<file path="config.mk">
export PLATFORM = sky130hd
export DESIGN_NAME = fetch_decode_queue
export DESIGN_NICKNAME = d
export VERILOG_FILES = /design/src/rtl/fetch_decode_queue.sv
export SDC_FILE = /design/constraint.sdc
export NUM_CORES = 1
export LEC_CHECK = 0
export BUFFER_PORTS_ARGS = -buffer_cell sky130_fd_sc_hd__clkbuf_2
export CAP_MARGIN = 40
export CORE_MARGIN = 5
export CORE_UTILIZATION = 54
export CTS_BUF_LIST = sky130_fd_sc_hd__clkbuf_16
export CTS_CLUSTER_SIZE = 8
export DETAILED_ROUTE_END_ITERATION = 8
export PLACE_DENSITY = 0.8
export REMOVE_ABC_BUFFERS = 1
export SETUP_SLACK_MARGIN = 0.15
export SYNTH_ARGS = -nofsm -noshare
export SYNTH_HDL_FRONTEND = slang
export SYNTH_SLANG_ARGS = --single-unit
</file>
<file path="constraint.sdc">
create_clock -name clk -period 8.54 [get_ports clk]
set_input_delay 1.281 -clock clk [delete_from_list [all_inputs] [get_ports clk]]
set_output_delay 1.281 -clock clk [all_outputs]
set_load 0.1 [all_outputs]
</file>
<file path="src/rtl/fetch_decode_queue.sv">
// fetch_decode_queue: circular instruction buffer between fetch and decode.
// Holds {instr, pc} pairs in FIFO order, valid/ready on both sides, with a
// flush that drops every buffered entry on a pipeline redirect.
module fetch_decode_queue #(
    parameter type T     = logic [31:0],
    parameter int  DEPTH = 4
) (
    input  logic                     clk,
    input  logic                     reset,
    input  logic                     i_flush,
    input  logic [31:0]              i_instr,
    input  logic [31:0]              i_pc,
    input  logic                     i_valid,
    output logic                     o_ready,
    output logic [31:0]              o_instr,
    output logic [31:0]              o_pc,
    output logic                     o_valid,
    input  logic                     i_ready,
    output logic [$clog2(DEPTH):0]   o_count
);
    localparam int AW = $clog2(DEPTH);
    localparam int CW = AW + 1;

    logic [AW-1:0] wr_ptr_q, wr_ptr_d;
    logic [AW-1:0] rd_ptr_q, rd_ptr_d;
    logic [CW-1:0] count_q, count_d;
    T              instr_mem_q [DEPTH];
    T              instr_mem_d [DEPTH];
    T              pc_mem_q    [DEPTH];
    T              pc_mem_d    [DEPTH];

    logic enq, deq;

    // Handshake outputs come only from registered state (plus reset), so
    // there is no combinational path from the fetch inputs to the head.
    always_comb begin
        o_ready = (count_q != CW'(DEPTH)) & ~reset;
        o_valid = (count_q != '0) & ~reset;
        o_instr = o_valid ? 32'(instr_mem_q[rd_ptr_q]) : 32'h0;
        o_pc    = o_valid ? 32'(pc_mem_q[rd_ptr_q]) : 32'h0;
        o_count = count_q;
        enq     = i_valid & o_ready;
        deq     = o_valid & i_ready;
    end

    // Next-state: flush discards the cycle's enq/deq and empties the queue
    // by snapping the read pointer onto the write pointer.
    always_comb begin
        wr_ptr_d    = wr_ptr_q;
        rd_ptr_d    = rd_ptr_q;
        count_d     = count_q;
        instr_mem_d = instr_mem_q;
        pc_mem_d    = pc_mem_q;
        if (i_flush) begin
            count_d  = '0;
            rd_ptr_d = wr_ptr_q;
        end else begin
            if (enq) begin
                instr_mem_d[wr_ptr_q] = T'(i_instr);
                pc_mem_d[wr_ptr_q]    = T'(i_pc);
                wr_ptr_d              = wr_ptr_q + AW'(1);
            end
            if (deq) begin
                rd_ptr_d = rd_ptr_q + AW'(1);
            end
            case ({enq, deq})
                2'b10:   count_d = count_q + CW'(1);
                2'b01:   count_d = count_q - CW'(1);
                default: count_d = count_q;
            endcase
        end
    end

    // Pointer/count registers with synchronous reset; reset beats flush.
    always_ff @(posedge clk) begin
        if (reset) begin
            wr_ptr_q <= '0;
            rd_ptr_q <= '0;
            count_q  <= '0;
        end else begin
            wr_ptr_q <= wr_ptr_d;
            rd_ptr_q <= rd_ptr_d;
            count_q  <= count_d;
        end
    end

    // Entry storage needs no reset: the head is masked to zero when empty.
    always_ff @(posedge clk) begin
        instr_mem_q <= instr_mem_d;
        pc_mem_q    <= pc_mem_d;
    end

endmodule

</file>
### Yosys cells after proc, flatten, opt, wreduce, memory -nomap -nowiden

Cells that the tools add are included.

| word-level totals | value |
|---|---|
| input port bits | 69 |
| bits in registers | 263 |
| ROM bits | 0 |
| memories kept | 0 |
| latch bits | 0 |
| RAM bits | 0 |
| output and inout port bits | 69 |

| cells by class | value |
|---|---|
| $add $sub $neg | 4 |
| equality and inequality tests | 3 |
| multipliers | 0 |
| reductions and logical operators | 6 |
| divide/modulo/power cells | 0 |
| shift operators | 0 |
| bitwise gates (word level) | 8 |
| muxes and demuxes | 15 |
| magnitude comparators | 3 |

Operators by type and width:

| operator | number |
|---|---|
| $bwmux W128 | 2 |
| $mux W32 | 7 |
| $bmux W32 S2 | 2 |
| $demux W32 S2 | 1 |
| $ge A3 B3 Y1 const B | 2 |
| $not A2 Y3 | 2 |
| $pmux W3 S2 | 1 |
| $add A2 B1 Y2 const B | 2 |
| $and A1 B1 Y1 | 4 |
| $mux W2 | 2 |
| $reduce_bool A2 Y1 | 2 |
| $add A3 B1 Y3 const B | 1 |
| $lt A3 B1 Y1 const B | 1 |
| $ne A3 B3 Y1 const B | 1 |
| $reduce_bool A3 Y1 | 1 |
| $sub A3 B1 Y3 const B | 1 |
| $eq A2 B1 Y1 const B | 1 |
| $eq A2 B2 Y1 const B | 1 |
| $not A1 Y1 | 2 |
| $reduce_and A2 Y1 | 1 |
| $reduce_or A2 Y1 | 1 |
| $logic_and A1 B1 Y1 | 1 |

### Depth between registers and ports, before layout

| logic depth | value |
|---|---|
| depth after elaboration | 6 |
| gate-level depth with buffers | 10 |
| mapped depth without buffers | 9 |

### Least setup slack after synthesis

No wires, ideal clock.

| timing path | value |
|---|---|
| kind | input -> output |
| start | in reset |
| end | out o_pc[16] |
| path buffers | 1 |
| cell stages on the path | 3 |
| data required time | 7.259 ns |
| path slack | 3.981 ns |
| data arrival time | 3.278 ns |
| cells stage by stage | nor2_1 -> clkbuf_1 -> and2_1 |

| between the ends | value |
|---|---|
| cells in the longest elaborated chain, start to end | 3 |

RTL lines:

| element | RTL line | source |
|---|---|---|
| start: declaration | 9 | `input logic reset,` |
| $not A1 Y1 | 38 | `o_valid = (count_q != '0) & ~reset;` |
| $and A1 B1 Y1 | 38 |  |
| net o_valid | 17 | `output logic o_valid,` |
| $mux W32 | 40 | `o_pc = o_valid ? 32'(pc_mem_q[rd_ptr_q]) : 32'h0;` |
| end: declaration | 16 | `output logic [31:0] o_pc,` |

The timed path passes the listed nets, and every way through them passes these cells.

### Final worst setup path

| timing path | value |
|---|---|
| start | reg rd_ptr_q[0] |
| end | out o_instr[4] |

| between the ends | value |
|---|---|
| cells in the longest elaborated chain, start to end | 5 |

RTL lines:

| element | RTL line | source |
|---|---|---|
| start: declaration | 25 | `logic [AW-1:0] rd_ptr_q, rd_ptr_d;` |
| start signal: assignment | 82 | `rd_ptr_q <= rd_ptr_d;` |
| $not A2 Y3 (implied by the code) | 39 | `o_instr = o_valid ? 32'(instr_mem_q[rd_ptr_q]) : 32'h0;` |
| $bmux W32 S2 | 39 |  |
| $mux W32 (implied by the code) (2 in series) | 39 |  |
| $mux W32 | 39 |  |
| end: declaration | 15 | `output logic [31:0] o_instr,` |

No other way between the ends. The select of a mux whose other input is x is not followed.

==> impl_metrics.ini <==
[yosys]
ys_seq_elements = 263
synthTopCellsByArea = edfxtp_1 76%, mux4_2 14%, and2_1 4.0%, dfxtp_1 1.4%, ha_1 0.62%
synth_top_area_share_pct = 75.9
syn_inst = 462
synthTopCellsByCount = 256 x edfxtp_1, 65 x and2_1, 64 x mux4_2
synth_area_sq_um = 10100
synth_edf_count = 256
synth_ff_type = edfxtp_1
synth.yosys.warnings = 0
synth_area_leader_cell = edfxtp_1
synth.most_common_cell = edfxtp_1
synth-async-reset-ratio_pct = 0
avgSynthCellArea_sq_um = 21.9
synth_cell_type_count = 27
seq_area_frac_synth_pct = 77.3

[timing]
fin_setup_tns_ns = 0
max_slew.worst_pin.slew_ns = 0.760
slew_viol_final = 0
period_minus_slack_ns = 4.40
fin_crit_sh_pct = 51.5
finalClockSkew_ns = 0.0120
max_freq_ghz = 0.227
hold_viol = 0
setup_ws_ns = 4.14
rsz0062_at_grt = no
finalSetupViolCount = 0
slew_headroom_pct = 49.3
whs_ns = 0.523

[clocking]
clkSinkCount = 263
cts_setup_buffers = 0
cts_buffers = 38
hold_buffers = 0
clock_latency_ns = 0.49
cts_tree = built
post_cts_resized = 0
cts_root_buffer = clkbuf_16
cts_buffer_depth = 3
clk_pin_slew_worst_paths_ns = 0.05
h-tree-depth = 2

[routing]
drc = 0
first_pass_iters = 5
drt-total-wl_mm = 18.1
routed_via_density = 5.58
drt_iter0_markers = 267
avgRoutedWirePerCell_um = 20.8
antenna_left = 0
vias = 4858

[worst_setup_path]
worstSetupPathType = flop to output port
cp.arrival_ns = 3.12
critPathMaxFanout = 38
r2r_start = o_count[0]
crit_start = rd_ptr_q[0]
cp.required_ns = 7.26
end_kind = output port
cp-start-kind = flop

[die]
num_io_pins = 138
initial_core_util_pct = 54.5
die_h_um = 147
dieWidth_um = 147
die-area_sq_um = 21600
num_rows = 50
core_sq_um = 18600

[place]
dpl.hpwl_mm = 10.8
place_area_sq_um = 11200
port_buffers = 137
gp_congestion = 0.732
dp_slack_ns = 4.29

[finish]
drive_above_1_share_pct = 40.3
final_area_sq_um = 12200
utilization_pct = 65.6
diodes = 0
layout.nets = 698
syn_to_final_growth_pct = 20.4

[pwr]
p_leak_uw = 0.00425
ir_worst_vdd_uv = 139
power_density_nw_per_um2 = 236

[status]
status = complete, no violations

[grt]
grt_antenna_before_repair = 1
grt_pass1_vias = 5408
overflow = 0
grt_pass1_wl_mm = 29.0
grt_start_max_net_pins = 41
grt_usage_pct = 17.3

[flow_run]
maxCapViolCount = 0

[worst_hold_path]
holdCritPathClass = flop to flop
min_from = wr_ptr_q[0]
==> where the power goes <==
| part | total, uW | internal (uW) | switching [uW] |
|---|---|---|---|
| combinational | 158 | 58.3 | 99.3 |
| sequential | 1440 | 1430 | 10.8 |
| clock | 1280 | 804 | 473 |
==> cells in the final DEF (no fill, tap or decap), types with 2 or more instances in the layout <==
| cell type | Yosys | routed |
|---|---|---|
| dfxtp_1 | 7 | 5 |
| and2_1 | 65 | 65 |
| o21ai_0 | 3 | 3 |
| o21a_1 | 2 | 2 |
| nor2_1 | 3 | 2 |
| nand2_1 | 2 | 2 |
| edfxtp_1 | 256 | 256 |
| nor3_1 | 4 | 4 |
| mux4_2 | 64 | 64 |
| inv_1 | 5 | 19 |
| ha_1 | 5 | 5 |
| buf_16 | 0 | 3 |
| a21oi_1 | 5 | 5 |
| clkbuf_2 | 0 | 137 |
| clkbuf_16 | 0 | 39 |
| xor2_1 | 2 | 2 |
| nor3b_1 | 2 | 2 |
| buf_12 | 0 | 3 |
| dfxtp_4 | 0 | 2 |
| nand3_1 | 2 | 2 |
| or3b_2 | 2 | 2 |
| and3_4 | 0 | 4 |
==> state kept, by name, indices dropped and copies added, names as in the netlist <==
signal and count:
instr_mem_q 128, pc_mem_q 128, o_count 3, rd_ptr_q 2, wr_ptr_q 2
==> layout make-up <==
| type | count | area, sq um |
|---|---|---|
| clock buffer | 39 | 976 |
| clock inverter | 15 | 61.3 |
| fill | 1260 | 6380 |
| inverter | 5 | 18.8 |
| multi-input combinational | 171 | 2180 |
| sequential | 263 | 7840 |
| tap | 234 | 293 |
| timing repair buffer | 144 | 836 |
==> critical path, cell delays in order (launching register included) <==
cell	delay (ns)
dfxtp_4	0.72
buf_4	0.72
mux4_2	0.64
and2_1	0.18
clkbuf_2	0.36
==> stage by stage <==
stage / cells / total power, uW
floorplan: 439 / 1580
global placement: 811 / 1620
detailed placement: 817 / 1630
CTS: 871 / 2920
global route: 871 / 2990
finish: 871 / 2880
==> logic make-up (layout without fill, tap and decap cells) <==
logic type / count (synthesis) / in the layout / synth area share, %
xor+xnor: 3 / 3 / 0.259
flops: 263 / 263 / 77.3
compound gates: 13 / 13 / 0.778
buf+inv: 28 / 203 / 1.51
fa+ha+maj: 6 / 6 / 0.815
mux: 64 / 64 / 14.2
simple gates: 85 / 85 / 5.13
==> metal layers <==
metal | routed length, um | part of all wire [%] | global-route usage [%] | vias to the layer above
met4 | 353 | 2.0 | 6.85 | 2
li1 | - | - | - | 2196
met1 | 7170 | 40 | 22.1 | 2460
met2 | 9300 | 51 | 29.0 | 168
met5 | 20 | 0.11 | 0 | -
met3 | 1250 | 6.9 | 4.29 | 32
==> final timing paths <==
path | end | slack (ns) | depth (start not counted)
max reg2reg | o_count[2] | 5.70 | 9
max | o_instr[4] | 4.14 | 4
min | wr_ptr_q[0] | 0.52 | 2
min reg2reg | wr_ptr_q[0] | 0.52 | 2
No activity file was read; power rests on OpenSTA's default activity.
